### config.mk
export PLATFORM = sky130hd
export DESIGN_NAME = pointer_fetch_ctrl
export DESIGN_NICKNAME = d
export VERILOG_FILES = /design/src/rtl/pointer_fetch_ctrl.sv
export SDC_FILE = /design/constraint.sdc
export NUM_CORES = 1
export LEC_CHECK = 0
export ABC_AREA = 0
export BUFFER_PORTS_ARGS = -buffer_cell sky130_fd_sc_hd__buf_4
export CORE_MARGIN = 1
export CORE_UTILIZATION = 60
export DETAILED_ROUTE_END_ITERATION = 6
export GPL_TIMING_DRIVEN = 0
export PLACE_DENSITY = 0.91
export SYNTH_ARGS = -nofsm -noshare
export SYNTH_HDL_FRONTEND = slang
export SYNTH_SLANG_ARGS = --single-unit
export TNS_END_PERCENT = 10
### constraint.sdc
create_clock -name clk -period 3.73 [get_ports clk]
set_input_delay 0.373 -clock clk [delete_from_list [all_inputs] [get_ports clk]]
set_output_delay 0.373 -clock clk [all_outputs]
set_load 0.01 [all_outputs]
### src/rtl/pointer_fetch_ctrl.sv
// Pointer sprite scanline sequencer: fetches the next line's 8-word pointer row from
// pointermem during hblank and streams the previous line's row as registered pixels.
module pointer_fetch_ctrl #(
  parameter int AWIDTH = 8,
  parameter int CW     = 11
) (
  input  logic              clk,
  input  logic              reset_n,
  input  logic              pointer_en_i,
  input  logic [CW-1:0]     pointer_x_i,
  input  logic [CW-1:0]     pointer_y_i,
  input  logic              line_start_i,
  input  logic [CW-1:0]     next_line_i,
  input  logic              h_active_i,
  input  logic [CW-1:0]     h_count_i,
  output logic [AWIDTH-1:0] rd_address_o,
  input  logic [15:0]       rd_data_i,
  output logic [3:0]        pixel_o,
  output logic              pixel_valid_o,
  output logic              fetch_busy_o
);

  typedef enum logic [1:0] {IDLE, FETCH, DRAIN, DONE} state_t;

  state_t            state_q, state_d;
  logic [2:0]        idx_q, idx_d;
  logic [4:0]        row_q, row_d;
  logic [AWIDTH-1:0] addr_q, addr_d;
  logic              fetch_valid_q, fetch_valid_d;
  logic              disp_valid_q, disp_valid_d;
  logic              busy_q, busy_d;
  logic [3:0]        pixel_q, pixel_d;
  logic              pix_valid_q, pix_valid_d;
  logic [15:0]       fetch_buf_q [8];
  logic [15:0]       fetch_buf_d [8];
  logic [15:0]       disp_buf_q [8];
  logic [15:0]       disp_buf_d [8];

  logic [CW-1:0]     row_s;
  logic              hit_s;
  logic [CW-1:0]     col_s;
  logic              in_win_s;
  logic [15:0]       word_s;
  logic [3:0]        nib_s;

  // Row select, buffer swap and fetch sequencing
  always_comb begin
    state_d       = state_q;
    idx_d         = idx_q;
    row_d         = row_q;
    addr_d        = addr_q;
    fetch_valid_d = fetch_valid_q;
    disp_valid_d  = disp_valid_q;
    fetch_buf_d   = fetch_buf_q;
    disp_buf_d    = disp_buf_q;
    // Lines above the pointer wrap to a large unsigned row and miss
    row_s = next_line_i - pointer_y_i;
    hit_s = pointer_en_i && (row_s < CW'(32));
    if (line_start_i) begin
      disp_buf_d    = fetch_buf_q;
      disp_valid_d  = (state_q == DONE) && fetch_valid_q;
      fetch_valid_d = 1'b0;
      if (hit_s) begin
        state_d = FETCH;
        idx_d   = 3'd0;
        row_d   = row_s[4:0];
        addr_d  = AWIDTH'({row_s[4:0], 3'b000});
      end else begin
        state_d = IDLE;
      end
    end else begin
      case (state_q)
        FETCH: begin
          // Data for word idx-1 arrives one cycle after its address
          if (idx_q != 3'd0) begin
            fetch_buf_d[idx_q - 3'd1] = rd_data_i;
          end else begin
            fetch_buf_d = fetch_buf_q;
          end
          if (idx_q == 3'd7) begin
            state_d = DRAIN;
          end else begin
            idx_d  = idx_q + 3'd1;
            addr_d = AWIDTH'({row_q, idx_q + 3'd1});
          end
        end
        DRAIN: begin
          fetch_buf_d[7] = rd_data_i;
          fetch_valid_d  = 1'b1;
          state_d        = DONE;
        end
        IDLE:    state_d = IDLE;
        DONE:    state_d = DONE;
        default: state_d = IDLE;
      endcase
    end
    busy_d = (state_d == FETCH) || (state_d == DRAIN);
  end

  // Display window and nibble selection, one cycle ahead of the outputs
  always_comb begin
    col_s    = h_count_i - pointer_x_i;
    in_win_s = h_active_i && disp_valid_q && (col_s < CW'(32));
    word_s   = disp_buf_q[col_s[4:2]];
    case (col_s[1:0])
      2'd0:    nib_s = word_s[15:12];
      2'd1:    nib_s = word_s[11:8];
      2'd2:    nib_s = word_s[7:4];
      2'd3:    nib_s = word_s[3:0];
      default: nib_s = 4'd0;
    endcase
    if (in_win_s) begin
      pixel_d     = nib_s;
      pix_valid_d = 1'b1;
    end else begin
      pixel_d     = 4'd0;
      pix_valid_d = 1'b0;
    end
  end

  // Control state and registered outputs
  always_ff @(posedge clk or negedge reset_n) begin
    if (!reset_n) begin
      state_q       <= IDLE;
      idx_q         <= 3'd0;
      row_q         <= 5'd0;
      addr_q        <= '0;
      fetch_valid_q <= 1'b0;
      disp_valid_q  <= 1'b0;
      busy_q        <= 1'b0;
      pixel_q       <= 4'd0;
      pix_valid_q   <= 1'b0;
    end else begin
      state_q       <= state_d;
      idx_q         <= idx_d;
      row_q         <= row_d;
      addr_q        <= addr_d;
      fetch_valid_q <= fetch_valid_d;
      disp_valid_q  <= disp_valid_d;
      busy_q        <= busy_d;
      pixel_q       <= pixel_d;
      pix_valid_q   <= pix_valid_d;
    end
  end

  // Row buffers hold no reset value; their valid flags gate every use
  always_ff @(posedge clk) begin
    fetch_buf_q <= fetch_buf_d;
    disp_buf_q  <= disp_buf_d;
  end

  assign rd_address_o  = addr_q;
  assign pixel_o       = pixel_q;
  assign pixel_valid_o = pix_valid_q;
  assign fetch_busy_o  = busy_q;

endmodule

## Yosys cells after proc, flatten, opt, wreduce, memory -nomap -nowiden

Index checks and enable logic that the tools add are counted.

| storage, ports and cells | value |
|---|---|
| logic and storage cells | 91 |
| input bits | 65 |
| register bits after elaboration | 282 |
| output and inout bits | 14 |

| operators by class | value |
|---|---|
| bitwise operators | 3 |
| order comparisons | 5 |
| reductions and logical operators | 17 |
| muxes and demuxes | 25 |
| eq/ne operators | 12 |
| add/sub/neg operators | 4 |

Operators with widths:

| kind | number |
|---|---|
| 128-bit bitwise mux | 1 |
| 16-bit 2-to-1 mux | 4 |
| 16-bit binary-select mux with 3-bit select | 1 |
| 16-bit demux with 3-bit select | 1 |
| 8-bit 2-to-1 mux | 4 |
| 16-bit one-hot mux with 2 select lines | 1 |
| 11-bit by 6-bit < comparator with 1-bit output, second input constant | 2 |
| 11-bit subtractor | 2 |
| 4-bit one-hot mux with 4 select lines | 1 |
| 3-bit 2-to-1 mux | 4 |
| 2-bit equality test, second input constant | 5 |
| 3-bit AND reduction | 3 |
| 4-bit greater-or-equal comparator, second input constant | 2 |
| 3-bit inverter with 4-bit output | 2 |
| 2-bit by 1-bit equality test with 1-bit output, second input constant | 3 |
| 2-bit one-hot mux with 3 select lines | 1 |
| 2-bit nonzero test | 3 |
| 1-bit logical AND | 5 |
| 2-bit logical NOT | 2 |
| 4-bit by 1-bit < comparator with 1-bit output, second input constant | 1 |
| 1-bit 2-to-1 mux | 4 |
| 2-bit 2-to-1 mux | 2 |
| 4-bit 2-to-1 mux | 1 |
| 2-bit inequality test, second input constant | 2 |
| 9 further kinds | 9 |

## Longest topological paths before layout

Gate-level depths: netlist of the first run.

| depth | value |
|---|---|
| depth in word-level cells | 9 |
| depth in mapped cells | 13 |
| depth with buffers taken out | 11 |

## Worst setup path after synthesis of the first run

OpenSTA, ideal clock, no wires.

| path | value |
|---|---|
| path kind | reg2reg |
| from | register idx_q[0] |
| to | register fetch_buf_q[64] in the netlist's numbering, enable pin |
| clock period less this slack | 3414 ps |
| path buffers | 1 |
| data arrival time | 2978 ps |
| library setup time | 436 ps |
| cell stages (with the launch flop) | 7 |
| path slack | 316 ps |
| required time | 3294 ps |
| path through | dfrtp_1 > clkbuf_1 > inv_1 > ha_1 > xor2_1 > nor2_1 > nor4b_1 |

| between the ends | value |
|---|---|
| longest elaborated chain between the ends | 2 |

RTL lines:

| item | line | RTL |
|---|---|---|
| from (decl) | 26 | `logic [2:0] idx_q, idx_d;` |
| from (signal assigned) | 135 | `idx_q <= idx_d;` |
| 3-bit nonzero test | 75 | `if (idx_q != 3'd0) begin` |
| 3-bit AND reduction (no line) | - |  |
| to (signal assigned) | 148 | `fetch_buf_q <= fetch_buf_d;` |
| to (decl) | 34 | `logic [15:0] fetch_buf_q [8];` |

No other way between the ends.
A chain may end at the register's enable or synchronous reset.

## Final worst setup path of the first run

| path | value |
|---|---|
| from | register idx_q[0] |
| to | register fetch_buf_q[11] in the netlist's numbering, enable pin |

| between the ends | value |
|---|---|
| longest elaborated chain between the ends | 3 |

RTL lines:

| item | line |
|---|---|
| 3-bit nonzero test | 75 |
| 2-bit inequality test (no line) | - |
| 3-bit AND reduction (no line) | - |

No other way between the ends.

==> impl_metrics.py, run 1 <==
metrics = {
    "routing": {
        "drcViolationCount": 14,
        "via_count": 6047,
        "wire_per_inst_um": 23.0,
        "viasPerCell": 6.08,
        "drt_first_pass_iters": 7,
        "drt_iter0_drc": 621,
        "drt-total-wl_um": 22900,
        "ant_nets": 0,
    },
    "timing": {
        "relSlewSlack_pct": 16.5,
        "clock_skew_ns": 0.00960,
        "maxSlewViolCount": 0,
        "fin_crit_sh_pct": 95.8,
        "max_freq_ghz": 0.280,
        "grt_setup_unrepaired": "no",
        "worstMarginPinSlew_ns": 1.24,
        "period_needed_ns": 3.57,
        "setup_viol": 0,
        "hold_viol": 0,
    },
    "synth": {
        "yosysWarnings": 0,
        "async_flop_share_pct": 8.24,
        "syn_inst": 626,
        "synth-edff-count": 256,
        "synth_top_cells_by_area": "edfxtp_1, dfrtp_1, mux4_2",
        "synth.cell_area_sq_um": 11100,
        "synth_ff_type": "edfxtp_1",
        "yosysUniqueCellTypes": 60,
        "syn_nets": 717,
        "yosysTopAreaCell": "edfxtp_1",
        "yosysSeqAreaShare_pct": 74.3,
        "synth_top_area_share_pct": 69.2,
        "syn_avg_cell_area_sq_um": 17.8,
        "ys_ff_latch": 279,
    },
    "clock_network": {
        "cts_buffers": 26,
        "cts_tree": "yes",
        "clock_sinks": 279,
        "clk_pin_slew_ns": 0.06,
        "clk_path_buf_depth": 3,
        "postCtsSetupBuffers": 0,
        "clk_latency_ns": 0.53,
        "cts_max_level": 1,
        "cts_root_buf": "clkbuf_16",
    },
    "hold_path": {
        "hold_depth": 1,
        "hp-start": "rd_data_i[9]",
        "holdPathEnd": "fetch_buf_q[57]",
        "worstHoldPathType": "in -> reg",
    },
    "layout": {
        "fin_nets": 837,
        "drive_gt1_share_pct": 24.9,
        "n_antenna_cell": 0,
        "syn2layout_area_growth_pct": 18.2,
        "final_common_cell": "edfxtp_1",
        "layout_common_cells": "edfxtp_1, buf_4, mux2i_1",
        "final_cell_area_sq_um": 13100,
        "final_util_pct": 72.6,
    },
    "global_routing": {
        "grt_usage_pct": 24.8,
        "grt_pass1_vias": 6163,
        "grt_pass1_wl_um": 35200,
        "gr-total-overflow": 0,
        "grt_max_degree": 131,
        "grt_antenna_before_repair": 0,
    },
    "pwr": {
        "peakVddDrop_mv": 0.374,
        "p_leak_nw": 4.89,
        "total_power_mw": 7.53,
        "p_per_area_nw_per_um2": 573,
    },
    "setup_path": {
        "cp-end-kind": "register",
        "crit_type": "reg -> reg",
        "crit_arrival_ns": 3.80,
        "critPathLaunch": "idx_q[0]",
        "crit_path_top_delay_cell": "o32ai_4",
        "cpPeakStageDelay_ns": 0.61,
        "cp_max_fo": 11,
        "crit_buf_inv": 4,
        "critical_path.cell_chain": "clkbuf_1, inv_1, ha_1, o32ai_4, clkbuf_2, nand2_1, nor2_2, buf_8",
        "regToRegSetupSlack_ns": 0.16,
        "cp.required_ns": 3.96,
        "cp_top_family": "buffers and inverters",
        "reg2reg_from": "idx_q[0]",
        "reg2reg_depth": 8,
        "rr_endpoint": "fetch_buf_q[11]",
        "cp-start-kind": "register",
    },
    "place": {
        "port_buffers": 78,
        "routabilityCongestion": 0.863,
        "hpwl_um": 14100,
        "place_area_sq_um": 12200,
    },
    "run_status": {
        "violations": "DRC",
        "run_status": "finished, violations left",
    },
    "die": {
        "core_sq_um": 18100,
        "initial_core_util_pct": 61.5,
        "rows": 49,
        "pin_count": 79,
        "dieWidth_um": 138,
        "chipHeight_um": 138,
        "dieArea_sq_um": 19100,
    },
    "job": {
        "max-cap-violations": 0,
    },
}
## worst reg2reg max path: stages (launching register included)
cell,delay (ns)
dfrtp_1,0.39
clkbuf_1,0.43
inv_1,0.17
ha_1,0.47
o32ai_4,0.61
clkbuf_2,0.44
nand2_1,0.14
nor2_2,0.39
buf_8,0.23
## registers in the layout, summed over array words and instances, names as in the netlist, 2 cells and up
signal / cells
disp_buf_q: 128
fetch_buf_q: 128
rd_address_o: 6
pixel_o: 4
row_q: 5
state_q: 2
idx_q: 2
## cells by family (layout without fill, tap and decap cells)
logic type               Yosys count  in the layout  share of synthesized area [%]
AO/OA/AOI/OAI                     82             82                           5.17
multiplexers                      65             65                           8.80
flip-flops                       279            279                           74.3
AND/OR/NAND/NOR                  110            110                           5.22
adder cells (fa/ha/maj)           26             26                           3.06
buffers and inverters             47            187                           1.92
XOR/XNOR                          17             17                           1.47
## through the flow
| stage | std cells | hold WS (ns) | setup slack, ns | TNS [ns] |
|---|---|---|---|---|
| 6_report | 995 | 0.0710 | 0.157 | 0 |
| 5_1_grt | 995 | 0.0653 | 0.000205 | 0 |
| 4_1_cts | 994 | 0.0604 | 0.210 | 0 |
| 3_5_place_dp | 945 | 0.295 | -0.658 | -9.62 |
| 3_3_place_gp | 933 | 0.287 | -2.00 | -131.16 |
| 2_1_floorplan | 626 | 0.0774 | 0.316 | 0 |
## final cells by class
class | count | area (sq um)
Multi-Input combinational cell | 300 | 2690
Buffer | 16 | 98.8
Fill cell | 990 | 4950
Inverter | 31 | 116
Tap cell | 229 | 287
Clock inverter | 14 | 196
Clock buffer | 34 | 712
Sequential cell | 279 | 8260
Timing Repair Buffer | 92 | 767
## layer usage
metal  part of all wire [%]  global-route usage, %  vias up
li1                       -                      -     2668
met1                     38                   32.6     2976
met2                     51                   42.9      332
met3                    7.5                   3.91       71
met4                    3.0                   8.04        0
met5                      0                      0        -
## report_power, final
group / switching [mW] / leakage [nW] / internal [mW]
sequential: 0.0588 / 2.72 / 3.51
clock: 1.09 / 0.440 / 1.69
combinational: 0.694 / 1.74 / 0.491
total: 1.84 / 4.89 / 5.69
## synthesized netlist by cell type (8+ instances only)
cell type / number
nor3_1: 8
nand2_1: 30
xor2_1: 9
mux2i_1: 34
a21oi_1: 19
clkbuf_1: 8
mux4_2: 25
edfxtp_1: 256
and2_1: 17
nor2_1: 25
ha_1: 24
dfrtp_1: 23
o21ai_0: 16
inv_1: 31
## worst max path at each step
stage	to	slack [ns]	depth (start not counted)
finish	fetch_buf_q[11]	0.16	8
global route	fetch_buf_q[11]	0.0002	8
CTS	fetch_buf_q[11]	0.21	8
detailed placement	fetch_buf_q[6]	-0.66	8
global placement	fetch_buf_q[70]	-2.00	4
floorplan	fetch_buf_q[64]	0.32	6
## repair_timing
item                                    4_1_cts  5_1_grt
gates resized for setup                       3        0
hold buffers                                  1        0
hold endpoints to repair                     23        0
endpoints found under the setup margin       16        0
Note: power is estimated with default switching activity, not from simulation.
==> run 2, diff against run 1 <==
Clock period 3.73 ns to 3.5 ns, I/O delays scaled along.
==> run 2 against run 1 <==
Compared with the run above: the flow still finishes with violations (DRC); combinational power up 5%; first-iteration DRC count down 1.9%; setup slack worse by 0.038 ns; count of clock-buffer cells in the layout unchanged; critical endpoint unchanged; largest cell class unchanged; largest power group unchanged; highest routed layer unchanged.
==> impl_metrics.py, run 2 (same netlist as run 1, synthesis figures left out) <==
metrics = {
    "setup_path": {
        "crit_arrival_ns": 3.61,
        "crit_type": "reg -> reg",
        "cp-start-kind": "register",
        "rr_endpoint": "fetch_buf_q[11]",
        "reg2reg_from": "idx_q[0]",
        "cp-end-kind": "register",
        "cp_max_fo": 11,
        "reg2reg_depth": 7,
        "regToRegSetupSlack_ns": 0.12,
        "cp.required_ns": 3.73,
    },
    "layout": {
        "final_common_cell": "edfxtp_1",
        "drive_gt1_share_pct": 25.0,
        "n_antenna_cell": 0,
        "syn2layout_area_growth_pct": 18.1,
        "layout_common_cells": "edfxtp_1, buf_4, mux2i_1",
        "fin_nets": 836,
        "final_util_pct": 72.6,
    },
    "global_routing": {
        "grt_pass1_wl_um": 35200,
        "grt_max_degree": 131,
        "grt_usage_pct": 24.8,
        "gr-total-overflow": 0,
        "grt_pass1_vias": 6152,
        "grt_antenna_before_repair": 0,
    },
    "clock_network": {
        "clock_sinks": 279,
        "cts_max_level": 1,
        "clk_pin_slew_ns": 0.06,
        "cts_tree": "yes",
        "postCtsSetupBuffers": 0,
        "clk_path_buf_depth": 3,
        "cts_buffers": 26,
        "clk_latency_ns": 0.53,
        "cts_root_buf": "clkbuf_16",
    },
    "routing": {
        "drt-total-wl_um": 22800,
        "ant_nets": 0,
        "drcViolationCount": 14,
        "drt_first_pass_iters": 7,
        "viasPerCell": 6.05,
        "drt_iter0_drc": 609,
        "wire_per_inst_um": 22.9,
        "via_count": 6013,
    },
    "timing": {
        "relSlewSlack_pct": 16.4,
        "holdWs_ns": 0.0479,
        "clock_skew_ns": 0.00961,
        "hold_viol": 0,
        "setup_viol": 0,
        "setup_tns_ns": 0,
        "worstMarginPinSlew_ns": 1.24,
        "setup_slack_ns": 0.119,
        "max_freq_ghz": 0.296,
        "maxSlewViolCount": 0,
        "grt_setup_unrepaired": "no",
        "fin_crit_sh_pct": 96.6,
        "period_needed_ns": 3.38,
    },
    "pwr": {
        "peakVddDrop_mv": 0.397,
        "p_per_area_nw_per_um2": 611,
        "total_power_mw": 8.02,
        "p_leak_nw": 4.89,
    },
    "run_status": {
        "run_status": "finished, violations left",
        "violations": "DRC",
    },
    "place": {
        "port_buffers": 78,
        "place_ws_ns": -0.888,
        "hpwl_um": 14100,
        "routabilityCongestion": 0.863,
    },
    "hold_path": {
        "worstHoldPathType": "in -> reg",
        "hold_depth": 1,
        "holdPathEnd": "fetch_buf_q[57]",
        "hp-start": "rd_data_i[9]",
    },
    "die": {
        "initial_core_util_pct": 61.5,
        "dieWidth_um": 138,
        "core_sq_um": 18100,
        "rows": 49,
        "dieArea_sq_um": 19100,
        "pin_count": 79,
        "chipHeight_um": 138,
    },
    "job": {
        "max-cap-violations": 0,
    },
}
-- run 2: area by class of cell --
type	instances	area [sq um]
sequential	279	8260
fill	990	4960
multi-input combinational	300	2690
timing repair buffer	92	767
clock buffer	34	712
tap	229	287
clock inverter	14	196
inverter	31	116
buffer	15	95.1
-- run 2: power breakdown --
| part | total [mW] | internal (mW) | leakage, nW | switching [mW] |
|---|---|---|---|---|
| Combinational | 1.24 | 0.521 | 1.73 | 0.718 |
| Sequential | 3.82 | 3.74 | 2.72 | 0.0819 |
| Clock | 2.96 | 1.80 | 0.440 | 1.16 |
| Total | 8.02 | 6.06 | 4.89 | 1.96 |
-- run 2: what timing repair did --
action	4_1_cts	5_1_grt
endpoints found under the hold margin	23	0
setup endpoints to repair	25	0
hold buffers	1	0
gates resized for setup	3	0
-- run 2: how the worst max path moves through the flow --
stage                       from              end  slack, ns
finish                  idx_q[0]  fetch_buf_q[11]       0.12
CTS                     idx_q[0]  fetch_buf_q[11]       0.17
detailed placement      idx_q[0]   fetch_buf_q[6]      -0.89
global placement    line_start_i  fetch_buf_q[70]      -2.21
floorplan               idx_q[0]  fetch_buf_q[64]       0.09
global route            idx_q[0]  fetch_buf_q[11]       0.01
-- run 2: through the flow --
| step | cells | area, sq um |
|---|---|---|
| 3_5_place_dp | 945 | 12200 |
| 6_report | 994 | 13100 |
| 2_1_floorplan | 626 | 11100 |
| 4_1_cts | 993 | 13100 |
| 5_1_grt | 994 | 13100 |
| 3_3_place_gp | 933 | 12000 |
-- run 2: layer usage --
layer | vias up | wire [um] | global-route usage, %
met5 | - | 0 | 0
met4 | 0 | 661 | 8.04
met3 | 56 | 1900 | 3.91
met2 | 329 | 11700 | 42.9
met1 | 2962 | 8570 | 32.6
li1 | 2666 | - | -
-- run 2: critical path, stage by stage (launching register included) --
cell and delay (ns):
dfrtp_1 0.64, inv_1 0.16, ha_1 0.47, o32ai_4 0.61, clkbuf_2 0.44, nand2_1 0.14
nor2_2 0.39, buf_8 0.23
